===== src/rtl/cp0_pkg.sv =====
// Shared coprocessor-0 definitions: register numbers, ExcCodes, field positions, exc_vec layout.
// Also provides the exception priority encoder used at commit.
package cp0_pkg;

    localparam logic [4:0] CP0_BADVADDR = 5'd8;
    localparam logic [4:0] CP0_COUNT    = 5'd9;
    localparam logic [4:0] CP0_COMPARE  = 5'd11;
    localparam logic [4:0] CP0_STATUS   = 5'd12;
    localparam logic [4:0] CP0_CAUSE    = 5'd13;
    localparam logic [4:0] CP0_EPC      = 5'd14;

    localparam logic [4:0] EXC_INT  = 5'h00;
    localparam logic [4:0] EXC_ADEL = 5'h04;
    localparam logic [4:0] EXC_ADES = 5'h05;
    localparam logic [4:0] EXC_SYS  = 5'h08;
    localparam logic [4:0] EXC_BP   = 5'h09;
    localparam logic [4:0] EXC_RI   = 5'h0A;
    localparam logic [4:0] EXC_OV   = 5'h0C;

    localparam int ST_IE     = 0;
    localparam int ST_EXL    = 1;
    localparam int ST_IM_LO  = 8;
    localparam int ST_BEV    = 22;
    localparam int CA_EXC_LO = 2;
    localparam int CA_IP_LO  = 8;
    localparam int CA_TI     = 30;
    localparam int CA_BD     = 31;

    // exc_vec = {ades, adel_data, brk, sys, ov, ri, adel_fetch}
    localparam int EV_ADEL_FETCH = 0;
    localparam int EV_RI         = 1;
    localparam int EV_OV         = 2;
    localparam int EV_SYS        = 3;
    localparam int EV_BRK        = 4;
    localparam int EV_ADEL_DATA  = 5;
    localparam int EV_ADES       = 6;
    localparam int EXC_VEC_W     = 7;

    typedef enum logic [1:0] {
        BV_NONE = 2'd0,
        BV_PC   = 2'd1,
        BV_ADDR = 2'd2
    } badv_src_t;

    typedef struct packed {
        logic      vld;
        logic [4:0] code;
        badv_src_t badv;
    } exc_sel_t;

    function automatic exc_sel_t exc_select(input logic int_req,
                                            input logic [EXC_VEC_W-1:0] ev);
        exc_sel_t s;
        s.vld  = 1'b1;
        s.code = EXC_INT;
        s.badv = BV_NONE;
        if (int_req)                s.code = EXC_INT;
        else if (ev[EV_ADEL_FETCH]) begin s.code = EXC_ADEL; s.badv = BV_PC;   end
        else if (ev[EV_RI])         s.code = EXC_RI;
        else if (ev[EV_OV])         s.code = EXC_OV;
        else if (ev[EV_SYS])        s.code = EXC_SYS;
        else if (ev[EV_BRK])        s.code = EXC_BP;
        else if (ev[EV_ADEL_DATA])  begin s.code = EXC_ADEL; s.badv = BV_ADDR; end
        else if (ev[EV_ADES])       begin s.code = EXC_ADES; s.badv = BV_ADDR; end
        else                        s.vld = 1'b0;
        return s;
    endfunction

endpackage


===== src/rtl/cp0_timer.sv =====
// Count/Compare timer: Count advances once per COUNT_DIV cycles, TI latches on Count==Compare.
// Only built when CP0_TIMER_EN is defined; a Compare write always clears TI.
`ifdef CP0_TIMER_EN
module cp0_timer #(
    parameter int COUNT_DIV = 2
) (
    input  logic        clk,
    input  logic        resetn,
    input  logic        count_we,
    input  logic        compare_we,
    input  logic [31:0] wdata,
    output logic [31:0] count,
    output logic [31:0] compare,
    output logic        ti
);

    localparam int DIV_W = 2;

    logic [DIV_W-1:0] div_cnt;
    logic             tick;

    assign tick = (div_cnt == DIV_W'(COUNT_DIV - 1));

    always_ff @(posedge clk or negedge resetn) begin
        if (!resetn) begin
            div_cnt <= '0;
            count   <= '0;
            compare <= '0;
            ti      <= 1'b0;
        end else begin
            div_cnt <= tick ? '0 : div_cnt + 1'b1;
            // A software Count write takes precedence over the increment.
            if (count_we)
                count <= wdata;
            else if (tick)
                count <= count + 32'd1;
            if (compare_we)
                compare <= wdata;
            if (compare_we)
                ti <= 1'b0;
            else if ((count == compare) && (compare != 32'd0))
                ti <= 1'b1;
        end
    end

endmodule
`endif


===== src/rtl/cp0_regfile.sv =====
// Coprocessor-0 register file at MEM/commit: exception/interrupt arbitration, flush/redirect, MFC0/MTC0.
// Optional Count/Compare timer enabled by CP0_TIMER_EN; flush/new_pc are combinational in the commit cycle.
module cp0_regfile
    import cp0_pkg::*;
#(
    parameter int          HW_INT_NUM = 6,
    parameter logic [31:0] EXC_VECTOR = 32'hBFC0_0380,
    parameter int          COUNT_DIV  = 2,
    parameter logic [31:0] STATUS_RST = 32'h0040_0000
) (
    input  logic                  clk,
    input  logic                  resetn,
    input  logic                  commit_valid,
    input  logic [31:0]           commit_pc,
    input  logic                  in_delayslot,
    input  logic [6:0]            exc_vec,
    input  logic [31:0]           bad_addr,
    input  logic                  eret,
    input  logic                  mtc0_we,
    input  logic [4:0]            cp0_addr,
    input  logic [31:0]           wdata,
    input  logic [HW_INT_NUM-1:0] hw_int,
    output logic [31:0]           rdata,
    output logic                  flush,
    output logic [31:0]           new_pc,
    output logic                  int_pending
);

    logic [7:0]            st_im;
    logic                  st_exl;
    logic                  st_ie;
    logic                  cause_bd;
    logic [4:0]            cause_exc;
    logic [1:0]            ip_sw;
    logic [HW_INT_NUM-1:0] hw_q;
    logic [5:0]            ip_hw;
    logic [7:0]            ip;
    logic [31:0]           epc;
    logic [31:0]           badvaddr;
    logic [31:0]           count;
    logic [31:0]           compare;
    logic                  ti;

    logic       commit;
    exc_sel_t   sel;
    logic       exc_take;
    logic       eret_take;
    logic       mtc0_take;
    logic [31:0] status_rd;
    logic [31:0] cause_rd;

    // Holding reset also masks commit so no redirect escapes while resetn is low.
    assign commit = commit_valid & resetn;

    always_comb begin
        ip_hw = '0;
        for (int i = 0; i < HW_INT_NUM; i++)
            ip_hw[i] = hw_q[i];
    end

    assign ip          = {ip_hw[5] | ti, ip_hw[4:0], ip_sw};
    assign int_pending = st_ie & ~st_exl & (|(ip & st_im));

    assign sel       = exc_select(int_pending, exc_vec);
    assign exc_take  = commit & sel.vld;
    assign eret_take = commit & eret & ~exc_take;
    assign mtc0_take = commit & mtc0_we & ~exc_take;

    assign flush  = exc_take | eret_take;
    assign new_pc = exc_take ? EXC_VECTOR : (eret_take ? epc : 32'h0);

    always_comb begin
        status_rd                        = '0;
        status_rd[ST_BEV]                = 1'b1;
        status_rd[ST_IM_LO +: 8]         = st_im;
        status_rd[ST_EXL]                = st_exl;
        status_rd[ST_IE]                 = st_ie;
        cause_rd                         = '0;
        cause_rd[CA_BD]                  = cause_bd;
        cause_rd[CA_TI]                  = ti;
        cause_rd[CA_IP_LO +: 8]          = ip;
        cause_rd[CA_EXC_LO +: 5]         = cause_exc;
    end

    always_comb begin
        case (cp0_addr)
            CP0_BADVADDR: rdata = badvaddr;
            CP0_COUNT:    rdata = count;
            CP0_COMPARE:  rdata = compare;
            CP0_STATUS:   rdata = status_rd;
            CP0_CAUSE:    rdata = cause_rd;
            CP0_EPC:      rdata = epc;
            default:      rdata = 32'h0;
        endcase
    end

    // Interrupt lines are level-sensitive and resampled every cycle regardless of commit.
    always_ff @(posedge clk or negedge resetn) begin
        if (!resetn)
            hw_q <= '0;
        else
            hw_q <= hw_int;
    end

    always_ff @(posedge clk or negedge resetn) begin
        if (!resetn) begin
            st_im     <= STATUS_RST[ST_IM_LO +: 8];
            st_exl    <= STATUS_RST[ST_EXL];
            st_ie     <= STATUS_RST[ST_IE];
            cause_bd  <= 1'b0;
            cause_exc <= '0;
            ip_sw     <= '0;
            epc       <= '0;
            badvaddr  <= '0;
        end else begin
            if (mtc0_take) begin
                case (cp0_addr)
                    CP0_STATUS: begin
                        st_im  <= wdata[ST_IM_LO +: 8];
                        st_exl <= wdata[ST_EXL];
                        st_ie  <= wdata[ST_IE];
                    end
                    CP0_CAUSE: ip_sw <= wdata[CA_IP_LO +: 2];
                    CP0_EPC:   epc   <= wdata;
                    default: ;
                endcase
            end
            if (eret_take)
                st_exl <= 1'b0;
            if (exc_take) begin
                // A nested exception keeps the original return point.
                if (!st_exl) begin
                    epc      <= in_delayslot ? (commit_pc - 32'd4) : commit_pc;
                    cause_bd <= in_delayslot;
                end
                st_exl    <= 1'b1;
                cause_exc <= sel.code;
                case (sel.badv)
                    BV_PC:   badvaddr <= commit_pc;
                    BV_ADDR: badvaddr <= bad_addr;
                    default: ;
                endcase
            end
        end
    end

`ifdef CP0_TIMER_EN
    cp0_timer #(
        .COUNT_DIV (COUNT_DIV)
    ) u_timer (
        .clk        (clk),
        .resetn     (resetn),
        .count_we   (mtc0_take && (cp0_addr == CP0_COUNT)),
        .compare_we (mtc0_take && (cp0_addr == CP0_COMPARE)),
        .wdata      (wdata),
        .count      (count),
        .compare    (compare),
        .ti         (ti)
    );
`else
    assign count   = 32'h0;
    assign compare = 32'h0;
    assign ti      = 1'b0;
`endif

endmodule

===== config.mk =====
export PLATFORM = sky130hd
export DESIGN_NAME = cp0_regfile
export DESIGN_NICKNAME = d
export VERILOG_FILES = /design/src/rtl/cp0_pkg.sv /design/src/rtl/cp0_timer.sv /design/src/rtl/cp0_regfile.sv
export SDC_FILE = /design/constraint.sdc
export NUM_CORES = 1
export LEC_CHECK = 0
export CAP_MARGIN = 40
export CORE_MARGIN = 1.5
export CORE_UTILIZATION = 35
export CTS_CLUSTER_DIAMETER = 40
export DETAILED_ROUTE_END_ITERATION = 8
export GPL_TIMING_DRIVEN = 0
export PLACE_DENSITY = 0.62
export SYNTH_ARGS = -nofsm -noshare
export SYNTH_HDL_FRONTEND = slang
export SYNTH_SLANG_ARGS = --single-unit

===== constraint.sdc =====
create_clock -name clk -period 4.25 [get_ports clk]
set_input_delay 0.85 -clock clk [delete_from_list [all_inputs] [get_ports clk]]
set_output_delay 0.85 -clock clk [all_outputs]
set_load 0.03 [all_outputs]

==> results by group <==
STA
  • RSZ-0062 raised after global routing: false
  • Fin crit share: 96.9%
  • Clk_skew: 0.00827 ns
  • Fin Setup TNS: 0 ns
  • Final setup violating endpoints: 0
  • Final Hold Fails: 0
  • Fin crit period: 4.12 ns
  • Maximum clock frequency: 0.243 GHz
  • Hold WS: 0.491 ns
  • Slew Limit Fails: 0
  • Measured slew at the worst slew-check pin: 0.874 ns
  • Max_slew headroom: 41.6%

Route
  • Drt via density: 5.40
  • Post-route ant nets: 0
  • DRC Markers: 0
  • Vias: 5101
  • Per-cell routed wire length: 20.3 um
  • First-pass DRT Iterations: 8
  • Post-Route WL: around 19000 um
  • DRT iter0 DRCs: 339

GRT
  • Global-route wire length before repair: 29100 um
  • Antenna violations before repair: 0
  • Pin count of the biggest net entering global routing: 51
  • Vias in the first global route: 5207
  • GRT Resource Usage Total: 23.9%
  • Grt ovf: 0

Cells and area
  • Area growth, synth to finish: 44.6%
  • Finished Layout Cells: 944
  • Final Util: just over 50%
  • Share of cells above drive strength 1: around 7.0%
  • Area of the multi-input gates: about 3000 um^2
  • Fillers: 1429
  • FF/Latch Area: approximately 2200 um^2
  • Ant diodes: 0
  • Final #Nets: roughly 870

Setup path
  • CP Launch Type: input pin
  • Max Fanout on Critical Path: 10
  • Max stage delay on crit path: 0.62 ns
  • Crit path max-delay cell type: or4_4
  • CP Class: in -> out
  • Crit end category: output pin
  • CP required: between 3 and 4 ns
  • Crit path arrival time: approximately 3.3 ns
  • CP Cell Sequence: clkdlybuf4s50_1 > or4_4 > nor4_4 > and2_1 > clkbuf_1 > buf_2 > a21oi_1 > dlygate4sd2_1

CTS
  • # clock sinks: 87
  • Post-CTS Setup Inserts: 0
  • Reg clk slew, reported paths: around 0.06 ns
  • CTS tree: built
  • CTS H-tree depth: 3
  • Clock Path Buffers: 2
  • Root Buffer: clkbuf_16
  • Worst skew pair latency: 0.35 ns
  • TritonCTS Buffers: 9

Hold path
  • Worst hold path type: in -> async

Logic synthesis
  • Syn nets: between 600 and 700
  • Number of enable flip-flop cells after synthesis: 0
  • Mapped cell area: 5380 um^2
  • Mean Syn Cell Area: 9.65 um^2
  • Synth warnings: 0
  • Post-synth ARST share: between 90% and 100%
  • Sequential-to-total area share from yosys stat: 40.5%
  • Synthesis-stage register bit count: just under 90
  • Mapped Cells: approximately 560
  • Synth Flop Type: dfrtp_1
  • Cell variety after synth: 52

Floorplan
  • Placeable Area: 15100 um^2
  • Die ar.: about 16000 um^2
  • Row count: 45
  • Die Y: about 130 um
  • Die X: 127 um
  • Io pins: around 190
  • Starting density of the core: 35.6%

Pwr
  • Total power: 0.00242 W
  • Leakage: ~3.5 nW
  • PwrDens: roughly 310 nW/um^2
  • Maximum vdd drop: 0.152 mV

Place
  • HPWL after detailed placement: 14600 um
  • Dpl cells: a little over 900
  • Routability-driven placement congestion ratio: between 0.8 and 0.9
  • Port Buf Inserts: 182

Job
  • Max-cap viol count: 0

Run status
  • Status: complete, no violations
==> final timing paths <==
kind	to	cells after the start	slack (ns)	from
max reg2reg	badvaddr[2]	10	0.66	st_im[0]
min	epc[27]	1	0.49	resetn
min reg2reg	cause_bd	1	0.52	cause_bd
max in group asynchronous	st_im[2]	2	3.12	resetn
max	new_pc[24]	8	0.13	exc_vec[4]
min in group clk	cause_bd	1	0.52	cause_bd
==> routing by layer <==
layer | routed length (um) | vias to the layer above | global-route usage [%]
met3 | 1170 | 30 | 4.05
met2 | 9140 | 197 | 38.9
li1 | - | 2388 | -
met4 | 516 | 0 | 8.96
met1 | 8340 | 2486 | 31.9
met5 | 0 | - | 0
==> placed cells by master, fill, tap and decap left out, types with 3 or more instances in the layout <==
master	instances
clkdlybuf4s50_1	125
mux2i_1	88
dfrtp_1	87
nor2_1	71
a21oi_1	57
dlygate4sd2_1	41
nand2_1	30
and2_1	23
a22oi_1	20
xnor2_1	20
clkbuf_1	17
a22o_1	16
dlymetal6s2s_1	14
inv_1	10
nor3_1	10
buf_4	10
mux2_1	10
clkbuf_16	9
xor2_1	8
nor4_1	7
buf_2	5
a222oi_1	5
nand4_1	5
nand2b_1	4
and4_1	4
clkbuf_8	4
a31oi_1	3
buf_6	3
clkinv_2	3
==> area by class of cell <==
class	count	share of cell area, %
Buffer	38	2.77
Multi-Input combinational cell	422	38.4
Inverter	10	0.483
Sequential cell	87	28.0
Clock inverter	3	0.193
Clock buffer	13	3.60
Timing Repair Buffer	183	23.5
Tap cell	188	3.03
==> logic make-up after synthesis <==
family          synth area share, %
compound gates                 14.0
simple gates                   17.3
mux                            18.9
flops                          40.5
buf+inv                        4.26
fa+ha+maj                     0.465
xor+xnor                       4.56
==> what timing repair did <==
| action | CTS | global route |
|---|---|---|
| resized for setup | 55 | 20 |
| hold buffers | 0 | 0 |
| setup endpoints to repair | 59 | 29 |
==> through the flow <==
stage	area (um^2)	worst slack (ns)
floorplan	5380	1.00
global placement	7430	-3.36
detailed placement	7460	-0.487
CTS	7730	0.0341
global route	7770	0.0122
finish	7770	0.133
==> flip-flops by register name, indices dropped and copies added, names as in the netlist, 2 cells and up <==
signal	flops
ip_sw	2
st_im	8
epc	32
badvaddr	32
cause_exc	4
hw_q	6
==> synth_stat cells, drive strengths merged, types with 2 or more instances <==
| cell type | count | area (um^2) |
|---|---|---|
| mux2i | 88 | 881 |
| dfrtp | 87 | 2180 |
| nor2 | 71 | 267 |
| a21oi | 57 | 285 |
| nand2 | 30 | 113 |
| and2 | 23 | 144 |
| clkbuf | 23 | 86.3 |
| a22oi | 21 | 163 |
| xnor2 | 20 | 175 |
| a22o | 16 | 140 |
| buf | 15 | 105 |
| mux2 | 12 | 135 |
| nor3 | 11 | 66.3 |
| inv | 10 | 37.5 |
| nor4 | 10 | 81.3 |
| xor2 | 8 | 70.1 |
| a222oi | 5 | 50.1 |
| nand4 | 5 | 31.3 |
| and4 | 4 | 35.0 |
| nand2b | 4 | 25.0 |
| nor3b | 4 | 41.3 |
| o21ai | 4 | 20.0 |
| a31oi | 3 | 18.8 |
| or3 | 3 | 20.0 |
| a32o | 2 | 20.0 |
| ha | 2 | 25.0 |
| nand3 | 2 | 10.0 |
| nor2b | 2 | 12.5 |
| or4 | 2 | 22.5 |
==> critical path, delay by kind of cell <==
family / cells / cell delay [ns]
AOI/OAI and AO/OA: 1 / 0.10
buffers and inverters: 4 / 1.29
and+or+nand+nor: 3 / 1.02
==> power breakdown <==
group	switching [W]	total (W)	internal, W
combinational	0.000257	0.000524	0.000267
clock	0.000324	0.000781	0.000457
sequential	0.000128	0.00112	0.000989
Power figures use the tool's default switching activity.
